File: config.mk
export PLATFORM = sky130hd
export DESIGN_NAME = uart_tx_sched
export DESIGN_NICKNAME = d
export VERILOG_FILES = /design/src/rtl/uart_tx_sched.sv
export SDC_FILE = /design/constraint.sdc
export NUM_CORES = 1
export LEC_CHECK = 0
export CAP_MARGIN = 20
export CORE_ASPECT_RATIO = 1.1
export CORE_MARGIN = 5
export CORE_UTILIZATION = 50
export CTS_CLUSTER_SIZE = 30
export DETAILED_ROUTE_END_ITERATION = 16
export PLACE_DENSITY_LB_ADDON = 0.05
export SETUP_SLACK_MARGIN = 0.5
export SKIP_CTS_REPAIR_TIMING = 1
export SKIP_LAST_GASP = 1
export SLEW_MARGIN = 20
export SYNTH_ARGS = -nofsm -noshare
export SYNTH_HDL_FRONTEND = slang
export SYNTH_SLANG_ARGS = --single-unit
File: constraint.sdc
create_clock -name clk -period 3 [get_ports clk]
set_input_delay 0.45 -clock clk [delete_from_list [all_inputs] [get_ports clk]]
set_output_delay 0.45 -clock clk [all_outputs]
set_load 0.02 [all_outputs]
File: src/rtl/uart_tx_sched.sv
// uart_tx_sched: round-robin scheduler that lets N_REQ requesters share one
// UART transmitter. The scheduler picks a requester, latches its byte,
// starts the frame and waits for the frame to finish. It aborts the frame
// if the transmitter does not finish in time. It then holds an idle gap
// before the next frame.
//
// Parameters
//   N_REQ    number of requesters (2..8)
//   GAP_CYC  idle clocks enforced between frames (0 allowed)
//   TMO_CYC  clocks to wait for tx_done before the frame is aborted
//
// Ports
//   clk       clock, all logic on posedge
//   rst       synchronous active-high reset
//   req       per-requester transmit request (level)
//   req_data  byte of requester i at bits [8i+7:8i]
//   grant     one-hot pulse in the selection cycle: requester's byte accepted
//   tx_load   one-cycle pulse to transmitter: tx_data valid, start frame
//   tx_data   latched byte presented to transmitter
//   tx_done   one-cycle pulse from transmitter: stop bit complete
//   owner     index of requester currently being served
//   busy      high whenever the scheduler is not idle
//   tmo_err   one-cycle pulse when a frame is aborted on timeout
module uart_tx_sched #(
    parameter int N_REQ   = 4,
    parameter int GAP_CYC = 16,
    parameter int TMO_CYC = 4096
) (
    input  logic                       clk,
    input  logic                       rst,
    input  logic [N_REQ-1:0]           req,
    input  logic [8*N_REQ-1:0]         req_data,
    output logic [N_REQ-1:0]           grant,
    output logic                       tx_load,
    output logic [7:0]                 tx_data,
    input  logic                       tx_done,
    output logic [$clog2(N_REQ)-1:0]   owner,
    output logic                       busy,
    output logic                       tmo_err
);

    localparam int W  = $clog2(N_REQ);
    localparam int CW = $clog2(TMO_CYC + GAP_CYC + 1);

    localparam logic [CW-1:0] TMO_LAST = CW'(TMO_CYC - 1);
    localparam logic [CW-1:0] GAP_LAST = (GAP_CYC > 0) ? CW'(GAP_CYC - 1) : '0;

    typedef enum logic [1:0] {
        S_IDLE,
        S_LOAD,
        S_XMIT,
        S_GAP
    } state_t;

    state_t          state;
    logic [W-1:0]    ptr;
    logic [CW-1:0]   cnt;
    logic            tx_load_r;
    logic            tmo_err_r;
    logic            rst_q;

    logic            found;
    logic [W-1:0]    win;
    logic [W:0]      slot;
    logic            sel;
    logic [W-1:0]    next_ptr;

    // Round-robin search starting at ptr. slot is ptr+i reduced modulo
    // N_REQ; one extra bit holds the sum before the wrap.
    always_comb begin
        found = 1'b0;
        win   = '0;
        slot  = '0;
        for (int unsigned i = 0; i < N_REQ; i++) begin
            slot = {1'b0, ptr} + (W+1)'(i);
            if (slot >= (W+1)'(N_REQ)) begin
                slot = slot - (W+1)'(N_REQ);
            end
            if (!found && req[slot[W-1:0]]) begin
                found = 1'b1;
                win   = slot[W-1:0];
            end
        end
    end

    // rst_q blocks selection in the first cycle after reset, so that
    // neither grant nor tx_load can follow a reset directly.
    assign sel = (state == S_IDLE) && found && !rst_q;

    always_comb begin
        grant = '0;
        if (sel && !rst) begin
            grant[win] = 1'b1;
        end
    end

    assign next_ptr = (owner == W'(N_REQ - 1)) ? '0 : owner + 1'b1;

    // Outputs are also gated by rst so they are quiet in the reset cycle
    // itself, before the synchronous reset has taken effect.
    assign busy    = (state != S_IDLE) && !rst;
    assign tx_load = tx_load_r && !rst;
    assign tmo_err = tmo_err_r && !rst;

    always_ff @(posedge clk) begin
        if (rst) begin
            state     <= S_IDLE;
            ptr       <= '0;
            owner     <= '0;
            tx_data   <= '0;
            cnt       <= '0;
            tx_load_r <= 1'b0;
            tmo_err_r <= 1'b0;
            rst_q     <= 1'b1;
        end else begin
            rst_q     <= 1'b0;
            tx_load_r <= 1'b0;
            tmo_err_r <= 1'b0;
            case (state)
                S_IDLE: begin
                    if (sel) begin
                        tx_data <= req_data[{win, 3'b000} +: 8];
                        owner   <= win;
                        state   <= S_LOAD;
                    end
                end
                S_LOAD: begin
                    tx_load_r <= 1'b1;
                    cnt       <= '0;
                    state     <= S_XMIT;
                end
                S_XMIT: begin
                    // tx_done has priority over the timeout terminal count
                    if (tx_done) begin
                        ptr   <= next_ptr;
                        cnt   <= '0;
                        state <= (GAP_CYC > 0) ? S_GAP : S_IDLE;
                    end else if (cnt == TMO_LAST) begin
                        tmo_err_r <= 1'b1;
                        ptr       <= next_ptr;
                        cnt       <= '0;
                        state     <= S_IDLE;
                    end else begin
                        cnt <= cnt + 1'b1;
                    end
                end
                S_GAP: begin
                    if (cnt == GAP_LAST) begin
                        cnt   <= '0;
                        state <= S_IDLE;
                    end else begin
                        cnt <= cnt + 1'b1;
                    end
                end
                default: state <= S_IDLE;
            endcase
        end
    end

endmodule

==> impl_table.tex <==
\begin{tabular}{lr}
\hline
Metric & Value \\
\hline
\multicolumn{2}{l}{\textbf{Finish}} \\
Fill count & 281 \\
Ant. Diodes & 0 \\
Final non-filler cell area & 2480 sq um \\
P\&R area growth vs syn & 40.3\% \\
Nets & 313 \\
Fraction of layout cells with a size suffix above 1 & 12.1\% \\
\multicolumn{2}{l}{\textbf{Floorplanning}} \\
Die width & 66.7 um \\
Area of the die & 4830 sq um \\
Core outline area & between 3000 and 4000 sq um \\
Die Span Y & 72.4 um \\
Std-Cell Rows & 22 \\
Ports placed on the boundary & 56 \\
Initial core utilization & 52.3\% \\
\multicolumn{2}{l}{\textbf{Flow run}} \\
Max-capacitance violation count & 0 \\
\multicolumn{2}{l}{\textbf{Placement}} \\
Final weighted congestion in routability-driven placement & between 0.8 and 0.9 \\
Total placed instance area & $\sim$2400 sq um \\
Half-perimeter wire length after placement & 3470 um \\
Port Buffers & 55 \\
\multicolumn{2}{l}{\textbf{Route}} \\
Final wirelength & 4690 um \\
Number of search-and-repair iterations in the first detailed-routing pass & 4 \\
Overall via count from detail\_route & 1771 \\
Drt first-iter violations & 72 \\
Routed len/inst & 14.6 um \\
Drt via density & 5.52 \\
\# DRC & 0 \\
Number of nets still failing antenna checks after routing & 0 \\
\multicolumn{2}{l}{\textbf{CTS}} \\
Clock transition at the register clock pins on the worst setup and hold paths after CTS & around 0.080 ns \\
Clk sink count & 30 \\
Worst-case clock buffer depth & 2 \\
Root buf cell & sky130\_fd\_sc\_hd\_\_clkbuf\_4 \\
CTS tree & built \\
Clock latency on the worst-skew pair & 0.32 ns \\
Number of CTS-inserted buffers & 5 \\
H-Tree Level Count & 2 \\
\multicolumn{2}{l}{\textbf{Power and ir drop}} \\
Worst-case vdd ir drop & 0.283 mV \\
Leakage dissipation & 0.00107 uW \\
Power density over cell area & 383 nW/um\^{}2 \\
\multicolumn{2}{l}{\textbf{Timing}} \\
Minimum clock period & 2.65 ns \\
Crit share post-route & 88.4\% \\
Setup TNS & 0 ns \\
Max-slew violation total from the final report & 0 \\
Fin Clk Skew & $\sim$0.0085 ns \\
Final number of setup-violating endpoints & 0 \\
Final count of hold timing violations & 0 \\
Relative slew slack & 55.9\% \\
RSZ-0062 raised after global routing & true \\
Fmax & 0.377 GHz \\
Transition at the pin with the smallest max-transition slack & 0.658 ns \\
\multicolumn{2}{l}{\textbf{Global route}} \\
Residual overflow from global routing & 0 \\
Number of antenna violations at the first check in global routing & 0 \\
Global-route wire length before repair & 7390 um \\
Vias in the first global route & between 1500 and 2000 \\
Maximum number of pins on one net before global-route repair & 27 \\
Global Route Usage Sum & approximately 20\% \\
\multicolumn{2}{l}{\textbf{Yosys}} \\
Sequential element share of the synthesized area & 33.9\% \\
Seq cells post-synth & 30 \\
Syn Std Cell Area & 1770 sq um \\
Number of unique standard cell types used by synthesis & 47 \\
Commonest register cell after synthesis & sky130\_fd\_sc\_hd\_\_dfxtp\_1 \\
Total number of yosys warnings & 0 \\
Net Count, Synth & around 250 \\
Mean instance size in the synthesized netlist & 8.35 sq um \\
Async set or reset register ratio after synthesis & 0\% \\
Mapped Cells & between 200 and 250 \\
Number of synthesized flops with an enable pin & 0 \\
\multicolumn{2}{l}{\textbf{Run status}} \\
Result of the run & completed \\
\multicolumn{2}{l}{\textbf{Setup path}} \\
Req. time, crit path & $\sim$2.6 ns \\
CP Class & input port to primary output \\
Crit path capture type & primary output \\
Highest fanout seen on the critical path & 4 \\
Data arrival, critical path & between 2 and 2.5 ns \\
Startpoint class of the critical path & input port \\
\multicolumn{2}{l}{\textbf{Hold path}} \\
Worst hold path type & register to register \\
\hline
\end{tabular}
==> area by class of cell <==
class	count	area [sq um]	area share [%]
clock buffer	7	55.1	2.22
inverter	5	18.8	0.756
clock inverter	1	5.00	0.202
sequential	30	601	24.2
timing repair buffer	64	623	25.1
multi-input combinational	166	1120	45.1
tap	48	60.1	2.42
==> per-stage QoR <==
| step | hold WS [ns] | cells | utilization (%) | worst slack, ns | total power [uW] |
|---|---|---|---|---|---|
| floorplan | 0.466 | 212 | - | 0.787 | 586 |
| finish | 0.506 | 321 | 73.4 | 0.348 | 952 |
| detailed placement | 0.492 | 309 | 70.0 | 0.0633 | 704 |
| global placement | 0.480 | 309 | 70.0 | 0.0645 | 699 |
| CTS | 0.516 | 317 | 71.7 | 0.0556 | 954 |
| global route | 0.536 | 321 | 73.4 | 0.180 | 1010 |
==> path summary, 6_finish.rpt <==
path / slack (ns) / end / cells past startpoint / start
worst max-delay path: 0.35 / grant[3] / 6 / req[0]
worst min-delay path: 0.51 / tx_data[6]$_SDFFE_PP0P_ / 2 / tx_data[6]$_SDFFE_PP0P_
worst max register to register: 0.99 / cnt[12]$_SDFFE_PP0P_ / 7 / cnt[0]$_SDFFE_PP0P_
worst min register to register: 0.51 / tx_data[6]$_SDFFE_PP0P_ / 2 / tx_data[6]$_SDFFE_PP0P_
==> synth_stat cells, types with 2 or more instances <==
cell type | n | area [sq um]
sky130_fd_sc_hd__and2_1 | 3 | 18.8
sky130_fd_sc_hd__o221ai_1 | 8 | 70.1
sky130_fd_sc_hd__nand4b_1 | 2 | 17.5
sky130_fd_sc_hd__nand2_1 | 28 | 105
sky130_fd_sc_hd__or3_1 | 2 | 12.5
sky130_fd_sc_hd__dfxtp_1 | 30 | 601
sky130_fd_sc_hd__o21a_1 | 4 | 30.0
sky130_fd_sc_hd__a21oi_1 | 6 | 30.0
sky130_fd_sc_hd__nand3b_1 | 10 | 75.1
sky130_fd_sc_hd__and3_1 | 2 | 12.5
sky130_fd_sc_hd__nor2_1 | 17 | 63.8
sky130_fd_sc_hd__nor3_1 | 8 | 40.0
sky130_fd_sc_hd__o22ai_1 | 8 | 50.1
sky130_fd_sc_hd__nor4_1 | 5 | 31.3
sky130_fd_sc_hd__nor2b_1 | 3 | 18.8
sky130_fd_sc_hd__clkbuf_2 | 3 | 15.0
sky130_fd_sc_hd__o21ai_0 | 8 | 40.0
sky130_fd_sc_hd__mux2i_1 | 17 | 170
sky130_fd_sc_hd__nand2b_1 | 3 | 18.8
sky130_fd_sc_hd__buf_2 | 4 | 20.0
sky130_fd_sc_hd__ha_1 | 2 | 25.0
sky130_fd_sc_hd__clkbuf_1 | 4 | 15.0
sky130_fd_sc_hd__inv_1 | 5 | 18.8
sky130_fd_sc_hd__nand3_1 | 4 | 20.0
sky130_fd_sc_hd__a22oi_1 | 2 | 15.0
sky130_fd_sc_hd__a31oi_1 | 3 | 18.8
==> sequential cells by signal (all words and copies together), names as in the netlist <==
register and flops:
cnt 13, tx_data 8, owner 2, ptr 2, state 2, rst_q 1
tmo_err_r 1, tx_load_r 1
==> power by group <==
part | switching (uW) | internal, uW
clock | 133 | 113
combinational | 124 | 136
sequential | 22.4 | 423
==> cells in the final DEF, fill, tap and decap left out, drive strengths merged, types with 5 or more instances in the layout <==
cell	count
clkdlybuf4s50	50
nor3	9
inv	5
o21ai	8
clkbuf	8
o221ai	8
o22ai	8
nand3b	10
buf	9
nand2	28
nor2	17
dfxtp	30
mux2i	17
nand3	5
nor4	7
a21oi	7
==> worst max-delay path, stage by stage <==
cell	delay [ns]
sky130_fd_sc_hd__clkdlybuf4s50_1	0.47
sky130_fd_sc_hd__a21oi_1	0.21
sky130_fd_sc_hd__nor3b_2	0.08
sky130_fd_sc_hd__or3_1	0.43
sky130_fd_sc_hd__nor4_1	0.29
sky130_fd_sc_hd__dlymetal6s2s_1	0.27
==> layer usage <==
layer  wire, um  share of wire [%]  track usage, %
met3        359                7.7            5.88
met4         57                1.2            6.09
met2       2150                 46            31.1
met1       2120                 45            25.5
met5          0                  0               0
==> cells by family after synthesis <==
kind of cell / synth area share (%)
flip-flops: 33.9
adder cells (fa/ha/maj): 1.41
AO/OA/AOI/OAI: 17.2
buffers and inverters: 3.89
AND/OR/NAND/NOR: 33.0
multiplexers: 9.61
XOR/XNOR: 0.990
Power figures use the tool's default switching activity.
